File: config.mk
export PLATFORM = sky130hd
export DESIGN_NAME = touch_adc_reader
export DESIGN_NICKNAME = d
export VERILOG_FILES = /design/src/rtl/touch_adc_reader_pkg.sv /design/src/rtl/touch_adc_reader_spi_frame.sv /design/src/rtl/touch_adc_reader.sv
export SDC_FILE = /design/constraint.sdc
export NUM_CORES = 1
export LEC_CHECK = 0
export BUFFER_PORTS_ARGS = -buffer_cell sky130_fd_sc_hd__buf_2
export CORE_MARGIN = 5
export CORE_UTILIZATION = 35
export DETAILED_ROUTE_END_ITERATION = 8
export GPL_TIMING_DRIVEN = 0
export HOLD_SLACK_MARGIN = 0.03
export PLACE_DENSITY_LB_ADDON = 0.05
export SYNTH_ARGS = -nofsm -noshare
export SYNTH_HDL_FRONTEND = slang
export SYNTH_HIERARCHICAL = 1
export SYNTH_SLANG_ARGS = --single-unit
File: constraint.sdc
create_clock -name clock -period 6.6 [get_ports clock]
set_input_delay 1.32 -clock clock [delete_from_list [all_inputs] [get_ports clock]]
set_output_delay 1.32 -clock clock [all_outputs]
set_load 0.02 [all_outputs]
File: src/rtl/touch_adc_reader_pkg.sv
// Shared constants and state encoding for the touch-screen ADC reader.
package touch_adc_reader_pkg;
  localparam logic [7:0] CMD_X           = 8'h92;
  localparam logic [7:0] CMD_Y           = 8'hD2;
  localparam logic [4:0] FRAME_PERIODS   = 5'd24;
  localparam logic [4:0] DATA_FIRST_EDGE = 5'd10;
  localparam logic [4:0] DATA_LAST_EDGE  = 5'd21;

  typedef enum logic [2:0] {
    IDLE,
    FRAME_X,
    CS_GAP,
    FRAME_Y,
    REPORT,
    WAIT_GAP
  } state_t;
endpackage

File: src/rtl/touch_adc_reader_spi_frame.sv
// One 24-period serial frame: 8-bit command out MSB first, 12-bit result in.
// done is combinational and is high on the clock where CS_n rises.
module adc_spi_frame
  import touch_adc_reader_pkg::*;
#(
  parameter int CLK_DIV = 25
) (
  input  logic        clock,
  input  logic        reset,
  input  logic        start,
  input  logic [7:0]  command,
  input  logic        dout,
  output logic        busy,
  output logic        done,
  output logic [11:0] result,
  output logic        cs_n,
  output logic        dclk,
  output logic        din
);
  logic [15:0] div_cnt;
  logic [4:0]  period_cnt;
  logic [7:0]  cmd_sr;
  logic        phase_end;

  assign busy      = ~cs_n;
  assign phase_end = busy && (div_cnt == 16'(CLK_DIV - 1));
  assign done      = phase_end && dclk && (period_cnt == FRAME_PERIODS - 5'd1);

  always_ff @(posedge clock or posedge reset) begin
    if (reset) begin
      cs_n       <= 1'b1;
      dclk       <= 1'b0;
      din        <= 1'b0;
      div_cnt    <= '0;
      period_cnt <= '0;
      cmd_sr     <= '0;
      result     <= '0;
    end else if (!busy) begin
      if (start) begin
        cs_n       <= 1'b0;
        dclk       <= 1'b0;
        din        <= command[7];
        div_cnt    <= '0;
        period_cnt <= '0;
        cmd_sr     <= command;
        result     <= '0;
      end
    end else if (phase_end) begin
      div_cnt <= '0;
      dclk    <= ~dclk;
      if (!dclk) begin
        // period_cnt holds completed periods, so rising edge number is period_cnt+1
        if (period_cnt >= DATA_FIRST_EDGE - 5'd1 && period_cnt <= DATA_LAST_EDGE - 5'd1)
          result <= {result[10:0], dout};
      end else begin
        period_cnt <= period_cnt + 5'd1;
        cmd_sr     <= {cmd_sr[6:0], 1'b0};
        din        <= cmd_sr[6];
        if (period_cnt == FRAME_PERIODS - 5'd1) begin
          cs_n <= 1'b1;
          din  <= 1'b0;
        end
      end
    end else begin
      div_cnt <= div_cnt + 16'd1;
    end
  end
endmodule

File: src/rtl/touch_adc_reader.sv
// Touch controller front end: samples X then Y while the pen is down and
// publishes the pair with a one-cycle new_coord pulse.
module touch_adc_reader
  import touch_adc_reader_pkg::*;
#(
  parameter int CLK_DIV    = 25,
  parameter int SAMPLE_GAP = 50000
) (
  input  logic        clock,
  input  logic        reset,
  input  logic        iPENIRQ_n,
  input  logic        iADC_DOUT,
  output logic        oADC_CS_n,
  output logic        oADC_DCLK,
  output logic        oADC_DIN,
  output logic [11:0] x_coord,
  output logic [11:0] y_coord,
  output logic        new_coord
);
  logic        pen_meta;
  logic        pen_sync;
  logic        touched;
  state_t      state;
  logic [31:0] cnt;
  logic [11:0] x_sample;
  logic        frame_start;
  logic        frame_busy;
  logic        frame_done;
  logic [11:0] frame_result;
  logic [7:0]  frame_cmd;
  logic        div_last;
  logic        gap_last;

  assign touched  = ~pen_sync;
  assign div_last = (cnt == 32'(CLK_DIV - 1));
  assign gap_last = (cnt == 32'(SAMPLE_GAP - 1));

  always_comb begin
    frame_start = !frame_busy &&
                  ((state == IDLE && touched) ||
                   (state == CS_GAP && div_last) ||
                   (state == WAIT_GAP && gap_last && touched));
    frame_cmd   = (state == CS_GAP) ? CMD_Y : CMD_X;
  end

  always_ff @(posedge clock or posedge reset) begin
    if (reset) begin
      pen_meta <= 1'b1;
      pen_sync <= 1'b1;
    end else begin
      pen_meta <= iPENIRQ_n;
      pen_sync <= pen_meta;
    end
  end

  always_ff @(posedge clock or posedge reset) begin
    if (reset) begin
      state     <= IDLE;
      cnt       <= '0;
      x_sample  <= '0;
      x_coord   <= '0;
      y_coord   <= '0;
      new_coord <= 1'b0;
    end else begin
      new_coord <= 1'b0;
      case (state)
        IDLE:    if (touched) state <= FRAME_X;
        FRAME_X: if (frame_done) begin
          x_sample <= frame_result;
          cnt      <= '0;
          state    <= CS_GAP;
        end
        CS_GAP: begin
          cnt <= cnt + 32'd1;
          if (div_last) begin
            cnt   <= '0;
            state <= FRAME_Y;
          end
        end
        FRAME_Y: if (frame_done) state <= REPORT;
        REPORT: begin
          // a release anywhere in the pair is only honoured here, so the pair is dropped whole
          if (touched) begin
            x_coord   <= x_sample;
            y_coord   <= frame_result;
            new_coord <= 1'b1;
          end
          cnt   <= '0;
          state <= WAIT_GAP;
        end
        WAIT_GAP: begin
          cnt <= cnt + 32'd1;
          if (gap_last) begin
            cnt   <= '0;
            state <= touched ? FRAME_X : IDLE;
          end
        end
        default: state <= IDLE;
      endcase
    end
  end

  adc_spi_frame #(.CLK_DIV(CLK_DIV)) u_frame (
    .clock   (clock),
    .reset   (reset),
    .start   (frame_start),
    .command (frame_cmd),
    .dout    (iADC_DOUT),
    .busy    (frame_busy),
    .done    (frame_done),
    .result  (frame_result),
    .cs_n    (oADC_CS_n),
    .dclk    (oADC_DCLK),
    .din     (oADC_DIN)
  );
endmodule
=== Yosys cells after proc, flatten, opt, wreduce, memory -nomap -nowiden ===
Index checks and enable logic that the tools add are counted.

* Add/subtract/negate cells: 3
* Magnitude comparators: 2
* Eq/ne operators: 16
* Multiplexer cells: 43
* Bitwise logic cells: 3
* Reductions and logical operators: 23

{| class="wikitable"
|+ Operators by type and width
! kind !! number
|-
| 32-bit case mux with 4 select lines || 1
|-
| 32-bit 2-to-1 mux || 3
|-
| 12-bit 2-to-1 mux || 5
|-
| 16-bit 2-to-1 mux || 3
|-
| 7-bit 2-to-1 mux || 5
|-
| 32-bit by 1-bit adder with 32-bit output (second input constant) || 1
|-
| 32-bit by 16-bit == test with 1-bit output (second input constant) || 1
|-
| 32-bit by 5-bit == test with 1-bit output (second input constant) || 1
|-
| 5-bit 2-to-1 mux || 4
|-
| 3-bit case mux with 6 select lines || 1
|-
| 16-bit by 1-bit adder with 16-bit output (second input constant) || 1
|-
| 16-bit by 5-bit == test with 1-bit output (second input constant) || 1
|-
| 1-bit 2-to-1 mux || 16
|-
| 3-bit 2-to-1 mux || 5
|-
| 2-bit inequality test (second input constant) || 6
|-
| 1-bit logical AND || 9
|-
| 2-bit AND reduction || 4
|-
| 3-bit by 2-bit == test with 1-bit output (second input constant) || 2
|-
| 3-bit == test (second input constant) || 2
|-
| 2-bit nonzero test || 3
|-
| 5-bit by 1-bit adder with 5-bit output (second input constant) || 1
|-
| 5-bit == test (second input constant) || 1
|-
| 5-bit by 4-bit >= comparator with 1-bit output (second input constant) || 1
|-
| 5-bit <= comparator (second input constant) || 1
|-
| 9 further kinds || 12
|}

* Bits in registers: 117
* Output and inout bits: 28

=== Longest topological paths before layout ===
Gate-level depths: netlist (run 1).

* Depth after elaboration: 7
* Depth in mapped cells: 12
* Gate-level depth less buffers: 11

=== Hierarchy ===
Netlist (run 1), hierarchy kept.

{| class="wikitable"
|+ By module, submodules not included
! module !! instances !! cells each !! area each (um^2) !! sequential area each (um^2)
|-
| touch_adc_reader || 1 || 299 || 3432.0 || 1854.3
|-
| adc_spi_frame || 1 || 244 || 2357.3 || 1077.3
|}

=== Worst setup path before layout (run 1) ===
OpenSTA, ideal clock, no wires.

* Kind: register to register
* Start point: register cnt[0]
* End point: register u_frame.cmd_sr[1]
* Arrival time: 2.437 ns
* Setup slack: 4.037 ns
* Cell stages (with the launch flop): 12
* Buffers on the path: 0
* Cells stage by stage: dfrtp_1 inv_1 ha_1 or4b_1 nor3_2 a22o_1 a21oi_1 nor2_1 nand2_1 inv_1 o22ai_4 a221o_1

* Longest elaborated chain between the ends: 7
* Elaborated cells between the ends (all ways): 10
* Classes of those cells: 3 x eq/ne; 7 x reduce/logical

{| class="wikitable"
|+ Ends and longest elaborated chain
! item !! RTL line !! text
|-
| start, declared || touch_adc_reader.sv:24 || <nowiki>logic [31:0] cnt;</nowiki>
|-
| start signal, assigned || touch_adc_reader.sv:74 || <nowiki>cnt <= cnt + 32'd1;</nowiki>
|-
| start signal, assigned || touch_adc_reader.sv:92 || <nowiki>cnt <= cnt + 32'd1;</nowiki>
|-
| 32-bit by 5-bit == test with 1-bit output / 32-bit by 16-bit == test with 1-bit output (equally long branches) || touch_adc_reader.sv:35, touch_adc_reader.sv:36 ||
|-
| 1-bit logical AND (on tied branches) || touch_adc_reader.sv:41, touch_adc_reader.sv:42 ||
|-
| 1-bit logical OR / 1-bit logical AND (equally long branches) || touch_adc_reader.sv:40, touch_adc_reader.sv:42 ||
|-
| 1-bit logical OR (*) || touch_adc_reader.sv:41 || <nowiki>(state == CS_GAP && div_last) ||</nowiki>
|-
| 1-bit logical AND (*) || touch_adc_reader.sv:39 || <nowiki>frame_start = !frame_busy &&</nowiki>
|-
| net frame_start || touch_adc_reader.sv:26 || <nowiki>logic frame_start;</nowiki>
|-
| 2-bit inequality test (no line) (*) || - ||
|-
| 3-bit AND reduction (no line) (*) || - ||
|-
| end signal, assigned || touch_adc_reader_spi_frame.sv:45 || <nowiki>cmd_sr <= command;</nowiki>
|-
| end signal, assigned || touch_adc_reader_spi_frame.sv:57 || <nowiki>cmd_sr <= {cmd_sr[6:0], 1'b0};</nowiki>
|-
| end, declared || touch_adc_reader_spi_frame.sv:22 || <nowiki>logic [7:0] cmd_sr;</nowiki>
|}

The timed path passes the listed nets; every way through them passes the cells marked *.
A chain may end at the register's enable or synchronous reset.

=== Worst setup path in the final report (run 1) ===
* Start point: register cnt[0]
* End point: register u_frame.cmd_sr[2]

The elaborated chain is that of the path after synthesis.

==> qor.yml, run 1 <==
final_nets: 611
yosysWarnings: 6
holdBufCountCts: 0
skew_ns: 0.007827
seqCellArea_sq_um: 2932
fmax_ghz: 0.2961
finalSetupViolCount: 0
via_per_inst: 5.138
status: "completed"
p_per_area_nw_per_um2: 250.8
yosysMostFrequentCell: "dfrtp_1"
yosysSeqAreaShare_pct: 50.64
cts_buffer_depth: 2
antenna_found_initial: 0
num_rows: 47
final_util_pct: 42.24
drive_above_1_share_pct: 23.49
core-area_sq_um: 16410
synth_top_area_cell: "dfrtp_1"
synth_edf_count: 0
cts_made_buffers: 17
netlist_instances: 543
leakage_nw: 3.269
die_x_um: 138.6
drv_cap: 0
vdd_drop_max_mv: 0.1768
post_cts_buffers: 0
path_class: "flop to flop"
crit_arrival_ns: 3.67
synth_commonest_cells: "114 x dfrtp_1, 49 x nand2_1, 46 x nor2_1"
cts_tree: "done"
drc: 0
start_util_pct: 35.29
stdcell_count: 833
ys_ff_latch: 117
cts_root_buf: "clkbuf_16"
slew_violations: 0
vias: 4280
dr.pass1.iters: 6
synth_ff_type: "dfrtp_1"
clk_latency_ns: 0.42
rsz0062_at_grt: "false"
diodes: 0
multiInputGateArea_sq_um: 2663
min_period_over_period_pct: 51.18
hold_class: "flop to flop"
fin_area_sq_um: 6930
routed_wl_mm: 13.62
mappedNetlistArea_sq_um: 5789
grt_pass1_wl_mm: 23.23
nFillCells: 1613
area_growth_pct: 19.71
worst_pin_slew_ns: 0.8325
end_kind: "flop"
crit_fanout: 8
dp.cells: 801
synthArstFlopShare_pct: 100.0
drt-wirelength-per-cell_um: 16.35
first_global_vias: 4399
crit_required_ns: 6.90
place.gp.congestion: 0.7605
fp.dieH_um: 138.6
fin_setup_tns_ns: 0
critPathLaunchType: "flop"
synthTopCellsByArea: "dfrtp_1 49%, mux2_2 7.0%, xor2_1 3.6%"
grtUsageTotal_pct: 15.03
period_needed_ns: 3.378
synth_cell_types: 67
die-area_sq_um: 19210
dp_hpwl_mm: 9.376
slew_headroom_pct: 44.29
clock-sinks: 117
detail-route-antenna-nets: 0
place_area_sq_um: 6289
synth_top_area_share_pct: 49.28
io_buffers: 31
hold_viol: 0
syn_area_per_cell_sq_um: 10.66
ios: 32
clkTransAtPathRegs_ns: 0.05
grt_overflow: 0
cts_resized: 0
grt_start_max_net_pins: 53
initialDrtViolationCount: 219
htreeDepth: 4
==> stage by stage <==
stage	power, mW	hold slack [ns]	setup WS, ns
after floorplan	0.7428	0.3452	3.402
after global placement	0.7488	0.3480	2.441
after detailed placement	0.7530	0.3494	3.203
after CTS	1.761	0.3576	3.195
after global routing	1.804	0.3621	2.832
final	1.738	0.3539	3.222
==> area by class of cell <==
class                   count  share of cell area, %
clock buffers              20                  6.734
multi-input cells         390                  38.42
plain buffers              24                  2.166
well taps                 220                  3.972
flip-flops and latches    117                  42.30
inverters                  17                 0.9569
clock inverters            12                  2.528
repair buffers             33                  2.925
==> power breakdown <==
| part | internal, mW | total, mW | switching, mW |
|---|---|---|---|
| clock network | 0.661 | 0.999 | 0.338 |
| registers | 0.719 | 0.720 | 0.000615 |
| logic | 0.00375 | 0.0194 | 0.0157 |
==> worst max-delay path, stage by stage, from the launching register on <==
cell     delay, ns
dfrtp_1       0.40
ha_1          0.21
nand3_1       0.23
nor4_1        0.65
a22o_1        0.22
a21oi_1       0.07
nor2_1        0.46
nand2_1       0.32
inv_1         0.21
o22ai_4       0.13
a221o_1       0.37
==> layout by cell type, fill, tap and decap left out, types with 4 or more instances in the layout <==
| master | netlist | final |
|---|---|---|
| dfrtp_1 | 114 | 114 |
| nand2_1 | 49 | 49 |
| nor2_1 | 46 | 46 |
| buf_2 | 9 | 40 |
| mux2_2 | 36 | 36 |
| nand3_1 | 30 | 30 |
| o21ai_0 | 25 | 25 |
| xor2_1 | 24 | 24 |
| nand4_1 | 19 | 19 |
| clkbuf_16 | 0 | 17 |
| inv_1 | 17 | 15 |
| o22ai_1 | 15 | 15 |
| nor3_1 | 14 | 14 |
| nor4_1 | 11 | 11 |
| and3_1 | 10 | 10 |
| clkbuf_1 | 7 | 7 |
| a21oi_1 | 7 | 7 |
| ha_1 | 7 | 7 |
| conb_1 | 2 | 7 |
| nand2b_1 | 6 | 6 |
| nor4_4 | 5 | 5 |
| or3_1 | 5 | 5 |
| nor2b_1 | 5 | 5 |
| a21o_1 | 5 | 5 |
| a22o_1 | 5 | 5 |
| xnor2_1 | 5 | 5 |
| a221o_1 | 5 | 5 |
| buf_4 | 4 | 4 |
| bufinv_16 | 0 | 4 |
==> path summary, 6_finish.rpt <==
kind                                     end     start  slack (ns)  depth (start not counted)
min in group asynchronous         y_coord[6]     reset        0.89                          2
max in group asynchronous           pen_meta     reset        5.09                          3
setup / recovery           u_frame/cmd_sr[2]    cnt[0]        3.22                         10
hold / removal                      pen_sync  pen_meta        0.35                          0
setup reg to reg           u_frame/cmd_sr[2]    cnt[0]        3.22                         10
hold reg to reg                     pen_sync  pen_meta        0.35                          0
==> logic make-up after synthesis <==
logic type / synth area share (%)
simple gates: 21.91
other cells: 0.1297
buf+inv: 3.696
fa+ha+maj: 1.513
mux: 7.348
xor+xnor: 4.387
flops: 50.64
compound gates: 10.37
==> registers in the layout, summed over array words and instances, names as in the netlist <==
signal and flops:
new_coord 1, u_frame/period_cnt 5, pen_meta 1, pen_sync 1
cnt 32, u_frame/din 1, x_sample 12, u_frame/cmd_sr 7
x_coord 12, state 3, u_frame/cs_n 1, u_frame/div_cnt 16
y_coord 12, u_frame/result 12, u_frame/dclk 1
==> routing by layer <==
layer / wire length (um) / global-route usage, % / vias to the layer above
met3: 353 / 4.276 / 11
met2: 6947 / 25.75 / 45
met1: 6201 / 18.52 / 2137
li1: - / - / 2087
met5: 0 / 0 / -
met4: 120 / 4.480 / 0
Power figures use the tool's default switching activity.
==> run 2, diff against run 1 <==
Clock period 6.6 ns to 3 ns, I/O delays scaled along.
==> qor.yml, run 2 (synthesis gave the netlist of run 1 again) <==
largest_reg_flops: 32  # unchanged
hold_class: "input pin to async pin"  # was flop to flop
skew_ns: 0.007311  # was 0.007827 ns
critPathBufInv: 2  # was 1
grt_pass1_wl_mm: 23.32  # was 23.23 mm
cts_buffer_depth: 2  # unchanged
cp_cell_sequence: "inv_1, ha_1, or4b_1, nor3_2, a22o_1, a21oi_1, nor2_4, nand2_2, inv_1, o22ai_4, a221o_1"  # was ha_1, nand3_1, nor4_1, a22o_1, a21oi_1, nor2_1, nand2_1, inv_1, o22ai_4, a221o_1
hold_viol: 0  # unchanged
r2r_setup_slack_ns: 0.20  # was 3.22 ns
routed_wl_mm: 13.63  # was 13.62 mm
final_common_cell: "dfrtp_1"  # unchanged
fp.dieH_um: 138.6  # unchanged
drive_above_1_share_pct: 24.84  # was 23.49%
drc: 0  # unchanged
cts_made_buffers: 17  # unchanged
slowest_stage: "or4b_1"  # was nor4_1
cts_tree: "done"  # unchanged
cpMostUsedCell: "inv_1"
area_growth_pct: 20.96  # was 19.71%
ios: 32  # unchanged
antenna_found_initial: 0  # unchanged
htreeDepth: 4  # unchanged
regMostFlops: "cnt"  # unchanged
leakage_nw: 3.281  # was 3.269 nW
grt_start_max_net_pins: 53  # unchanged
slew_violations: 0  # unchanged
cp_top_family: "simple AND/OR/NAND/NOR gates"  # unchanged
total_power_mw: 3.824  # was 1.738 mW
worst_pin_slew_ns: 0.8041  # was 0.8325 ns
first_global_vias: 4413  # was 4399
dp_hpwl_mm: 9.376  # unchanged
io_buffers: 31  # unchanged
crit_required_ns: 3.29  # was 6.90 ns
use_met2_pct: 25.80  # was 25.75%
fin_setup_tns_ns: 0  # unchanged
fmax_ghz: 0.3567  # was 0.2961 GHz
drt-wirelength-per-cell_um: 16.30  # was 16.35 um
core-area_sq_um: 16410  # unchanged
status: "completed"  # unchanged
diodes: 0  # unchanged
holdWs_ns: 0.1680  # was 0.3539 ns
detail-route-antenna-nets: 0  # unchanged
crit_fanout: 8  # unchanged
end_kind: "flop"  # unchanged
globalRouteMet1Util_pct: 18.66  # was 18.52%
grt.busiest_layer: "met2"  # unchanged
drv_cap: 0  # unchanged
clk_latency_ns: 0.41  # was 0.42 ns
p_per_area_nw_per_um2: 546.0  # was 250.8 nW/um^2
rr_endpoint: "u_frame/cmd_sr[2]"  # unchanged
r2r_start: "cnt[0]"  # unchanged
clock-sinks: 117  # unchanged
grt_overflow: 0  # unchanged
die_x_um: 138.6  # unchanged
via_per_inst: 5.145  # was 5.138
path_class: "flop to flop"  # unchanged
min_period_over_period_pct: 93.46  # was 51.18%
crit_arrival_ns: 3.10  # was 3.67 ns
grtUsageTotal_pct: 15.09  # was 15.03%
vias: 4301  # was 4280
dr.pass1.iters: 4  # was 6
cts_root_buf: "clkbuf_16"  # unchanged
layout_common_cells: "114 x dfrtp_1, 48 x nand2_1, 45 x nor2_1"  # was 114 x dfrtp_1, 49 x nand2_1, 46 x nor2_1
clkTransAtPathRegs_ns: 0.05  # about the same
slowest_delay_ns: 0.45  # was 0.65 ns
period_needed_ns: 2.804  # was 3.378 ns
finalSetupViolCount: 0  # unchanged
slew_headroom_pct: 46.19  # was 44.29%
reg_top3: "cnt x32, u_frame/div_cnt x16"  # unchanged
place.gp.congestion: 0.7605  # unchanged
grtUsageMet3_pct: 4.276  # unchanged
critPathLaunchType: "flop"  # unchanged
start_util_pct: 35.29  # unchanged
die-area_sq_um: 19210  # unchanged
rsz0062_at_grt: "true"  # was false
initialDrtViolationCount: 200  # was 219
reg2regPathDepth: 11  # was 10
num_rows: 47  # unchanged
final_nets: 614  # was 611
vdd_drop_max_mv: 0.3901  # was 0.1768 mV
==> run 2: worst max path at each step <==
| stage | start | end | slack (ns) | cells past startpoint |
|---|---|---|---|---|
| floorplan | cnt[0] | u_frame/cmd_sr[2] | 0.44 | 11 |
| global placement | reset | cnt[6] | -0.44 | 2 |
| detailed placement | cnt[0] | u_frame/cmd_sr[5] | -0.40 | 10 |
| CTS | u_frame/div_cnt[6] | cnt[23] | 0.03 | 11 |
| global route | u_frame/div_cnt[0] | cnt[31] | -0.006 | 11 |
| finish | cnt[0] | u_frame/cmd_sr[2] | 0.20 | 11 |
==> run 2: metrics by stage <==
stage	worst slack [ns]	area, sq um	instances	util (%)
floorplan	0.4366	5808	548	-
global placement	-0.4393	6238	799	38.02
detailed placement	-0.3973	6289	801	38.33
CTS	0.03026	6970	835	42.48
global route	-0.005791	7003	836	42.68
finish	0.1962	7003	836	42.68
==> run 2: power breakdown <==
| part | internal (mW) | leakage, nW | total [mW] | switching [mW] |
|---|---|---|---|---|
| logic | 0.00825 | 1.37 | 0.0426 | 0.0343 |
| registers | 1.58 | 1.60 | 1.58 | 0.00142 |
| clock network | 1.45 | 0.308 | 2.20 | 0.744 |
| total | 3.04 | 3.28 | 3.82 | 0.779 |
==> run 2: area by class of cell <==
cell class / instances / area [sq um]
tap: 220 / 275.3
clock buffer: 20 / 466.7
inverter: 17 / 66.31
clock inverter: 12 / 175.2
buffer: 23 / 147.6
multi-input combinational: 390 / 2708
timing repair buffer: 37 / 232.7
fill: 1606 / 9404
sequential: 117 / 2932
==> run 2: metal layers <==
metal / part of all wire (%) / vias up / wire (um)
li1: - / 2096 / -
met1: 45 / 2148 / 6180
met2: 51 / 47 / 6957
met3: 2.7 / 10 / 363
met4: 0.92 / 0 / 125
met5: 0 / - / 0
==> run 2: worst reg2reg max path: cells and delay by family (launching register included) <==
kind / cells / cell delay [ns]
AO/OA/AOI/OAI: 4 / 0.77
adder cells (fa/ha/maj): 1 / 0.14
buffers and inverters: 2 / 0.24
flip-flops: 1 / 0.41
AND/OR/NAND/NOR: 4 / 1.13
==> run 2: repair_timing <==
action,4_1_cts,5_1_grt
gates resized for setup,5,5
hold buffers,0,0
pin swaps,2,3
endpoints found under the setup margin,72,44
setup buffers,2,2
==> run 3, diff against run 2 <==
Clock period 3 ns to 3.4 ns, I/O delays scaled along.
==> qor.yml, run 3 (synthesis gave the netlist of run 1 again) <==
post_cts_buffers: 0  # was 2
min_period_over_period_pct: 90.64  # was 93.46%
status: "completed"  # unchanged
io_buffers: 31  # unchanged
r2r_setup_slack_ns: 0.32  # was 0.20 ns
slew_violations: 0  # unchanged
total_power_mw: 3.374  # was 3.824 mW
num_rows: 47  # unchanged
slowest_stage: "dfrtp_1"  # was or4b_1
via_per_inst: 5.136  # was 5.145
fin_setup_tns_ns: 0  # unchanged
antenna_found_initial: 0  # unchanged
final_nets: 611  # was 614
rr_endpoint: "cnt[23]"  # was u_frame/cmd_sr[2]
drc: 0  # unchanged
critPathLaunchType: "flop"  # unchanged
fmax_ghz: 0.3245  # was 0.3567 GHz
p_per_area_nw_per_um2: 485.8  # was 546.0 nW/um^2
nFillCells: 1613  # was 1606
leakage_nw: 3.274  # was 3.281 nW
drt-wirelength-per-cell_um: 16.35  # was 16.30 um
htreeDepth: 4  # unchanged
place.gp.congestion: 0.7605  # unchanged
sw_frac_of_total_pct: 20.38  # was 20.39%
p_clk_share_pct: 57.5  # about the same
cts_buffer_depth: 2  # unchanged
grt_overflow: 0  # unchanged
detail-route-antenna-nets: 0  # unchanged
initialDrtViolationCount: 214  # was 200
reg2regPathDepth: 12  # was 11
vias: 4278  # was 4301
path_class: "flop to flop"  # unchanged
cts_made_buffers: 17  # unchanged
largest_reg_flops: 32  # unchanged
first_global_vias: 4405  # was 4413
dp_hpwl_mm: 9.376  # unchanged
rsz0062_at_grt: "false"  # was true
clkTransAtPathRegs_ns: 0.06  # was 0.05 ns
grt_pass1_wl_mm: 23.26  # was 23.32 mm
reg_top3: "cnt x32, u_frame/div_cnt x16"  # unchanged
stdcell_count: 833  # was 836
slew_headroom_pct: 44.86  # was 46.19%
cts_root_buf: "clkbuf_16"  # unchanged
finalSetupViolCount: 0  # unchanged
p_int_mw: 2.686  # was 3.044 mW
area_growth_pct: 19.95  # was 20.96%
skew_ns: 0.008039  # was 0.007311 ns
p_switching_mw: 0.6875  # was 0.7795 mW
core-area_sq_um: 16410  # unchanged
crit_arrival_ns: 3.38  # was 3.10 ns
layout_common_cells: "114 x dfrtp_1, 49 x nand2_1, 45 x nor2_1"  # was 114 x dfrtp_1, 48 x nand2_1, 45 x nor2_1
grtUsageTotal_pct: 15.05  # was 15.09%
dr.pass1.iters: 4  # unchanged
vdd_drop_max_mv: 0.3437  # was 0.3901 mV
regMostFlops: "cnt"  # unchanged
fp.dieH_um: 138.6  # unchanged
cp_cell_sequence: "inv_1, ha_1, nor4b_4, nand4_1, nor3_2, a211oi_1, and4bb_2, buf_4, buf_2, nand3_1, xor2_1, nor2_1"  # was inv_1, ha_1, or4b_1, nor3_2, a22o_1, a21oi_1, nor2_4, nand2_2, inv_1, o22ai_4, a221o_1
critPathBufInv: 3  # was 2
cts_tree: "done"  # unchanged
grt_start_max_net_pins: 53  # unchanged
r2r_start: "u_frame/div_cnt[0]"  # was cnt[0]
start_util_pct: 35.29  # unchanged
hold_viol: 0  # unchanged
period_needed_ns: 3.082  # was 2.804 ns
crit_fanout: 10  # was 8
drv_cap: 0  # unchanged
worst_pin_slew_ns: 0.8240  # was 0.8041 ns
hold_class: "input pin to async pin"  # unchanged
dp.cells: 801  # unchanged
holdWs_ns: 0.2497  # was 0.1680 ns
seqPwrFrac_pct: 41.4  # about the same
ios: 32  # unchanged
combinationalPowerShare_pct: 1.1  # about the same
clk_latency_ns: 0.42  # was 0.41 ns
slowest_delay_ns: 0.43  # was 0.45 ns
diodes: 0  # unchanged
die-area_sq_um: 19210  # unchanged
final_common_cell: "dfrtp_1"  # unchanged
routed_wl_mm: 13.62  # was 13.63 mm
clock-sinks: 117  # unchanged
crit_required_ns: 3.70  # was 3.29 ns
drive_above_1_share_pct: 23.98  # was 24.84%
die_x_um: 138.6  # unchanged
end_kind: "flop"  # unchanged
cp_top_family: "simple AND/OR/NAND/NOR gates"  # unchanged
## run 3: how the worst max path moves through the flow
stage | depth (start not counted) | startpoint | slack (ns) | endpoint
final | 12 | u_frame/div_cnt[0] | 0.32 | cnt[23]
after global routing | 10 | cnt[0] | 0.06 | u_frame/cmd_sr[3]
after CTS | 12 | u_frame/div_cnt[0] | 0.10 | cnt[23]
after detailed placement | 10 | cnt[0] | 0.003 | u_frame/cmd_sr[5]
after global placement | 2 | reset | -0.12 | cnt[6]
after floorplan | 1 | reset | 0.84 | cnt[0]
## run 3: layout make-up
cell class	count	area (sq um)	share of cell area (%)
Buffer	24	150.1	2.162
Timing Repair Buffer	33	202.7	2.919
Tap cell	220	275.3	3.964
Clock buffer	20	466.7	6.721
Inverter	17	66.31	0.9550
Sequential cell	117	2932	42.22
Clock inverter	12	175.2	2.523
Multi-Input combinational cell	390	2676	38.54
## run 3: metal layers
layer | part of all wire (%) | GRT usage, % | wire, um
met4 | 0.76 | 4.480 | 103
met3 | 2.3 | 4.276 | 318
met1 | 46 | 18.56 | 6231
met5 | 0 | 0 | 0
met2 | 51 | 25.77 | 6964
## run 3: through the flow
step / cell area [sq um] / util, % / setup WS, ns
global placement: 6238 / 38.02 / -0.1193
detailed placement: 6289 / 38.33 / 0.002711
floorplan: 5808 / - / 0.8366
finish: 6944 / 42.32 / 0.3181
global route: 6944 / 42.32 / 0.06404
CTS: 6937 / 42.28 / 0.1039
## run 3: what timing repair did
item	4_1_cts	5_1_grt
resized for setup	1	2
endpoints found under the setup margin	5	40
endpoints found under the hold margin	0	0
hold buffers	0	0
gates cloned	0	0
## run 3: power by group through the flow
stage,combinational (mW),sequential (mW),clock (mW)
global route,0.0456,1.40,2.06
finish,0.0377,1.40,1.94
detailed placement,0.0406,1.42,0
floorplan,0.0210,1.42,0
global placement,0.0322,1.42,0
CTS,0.0408,1.40,1.98
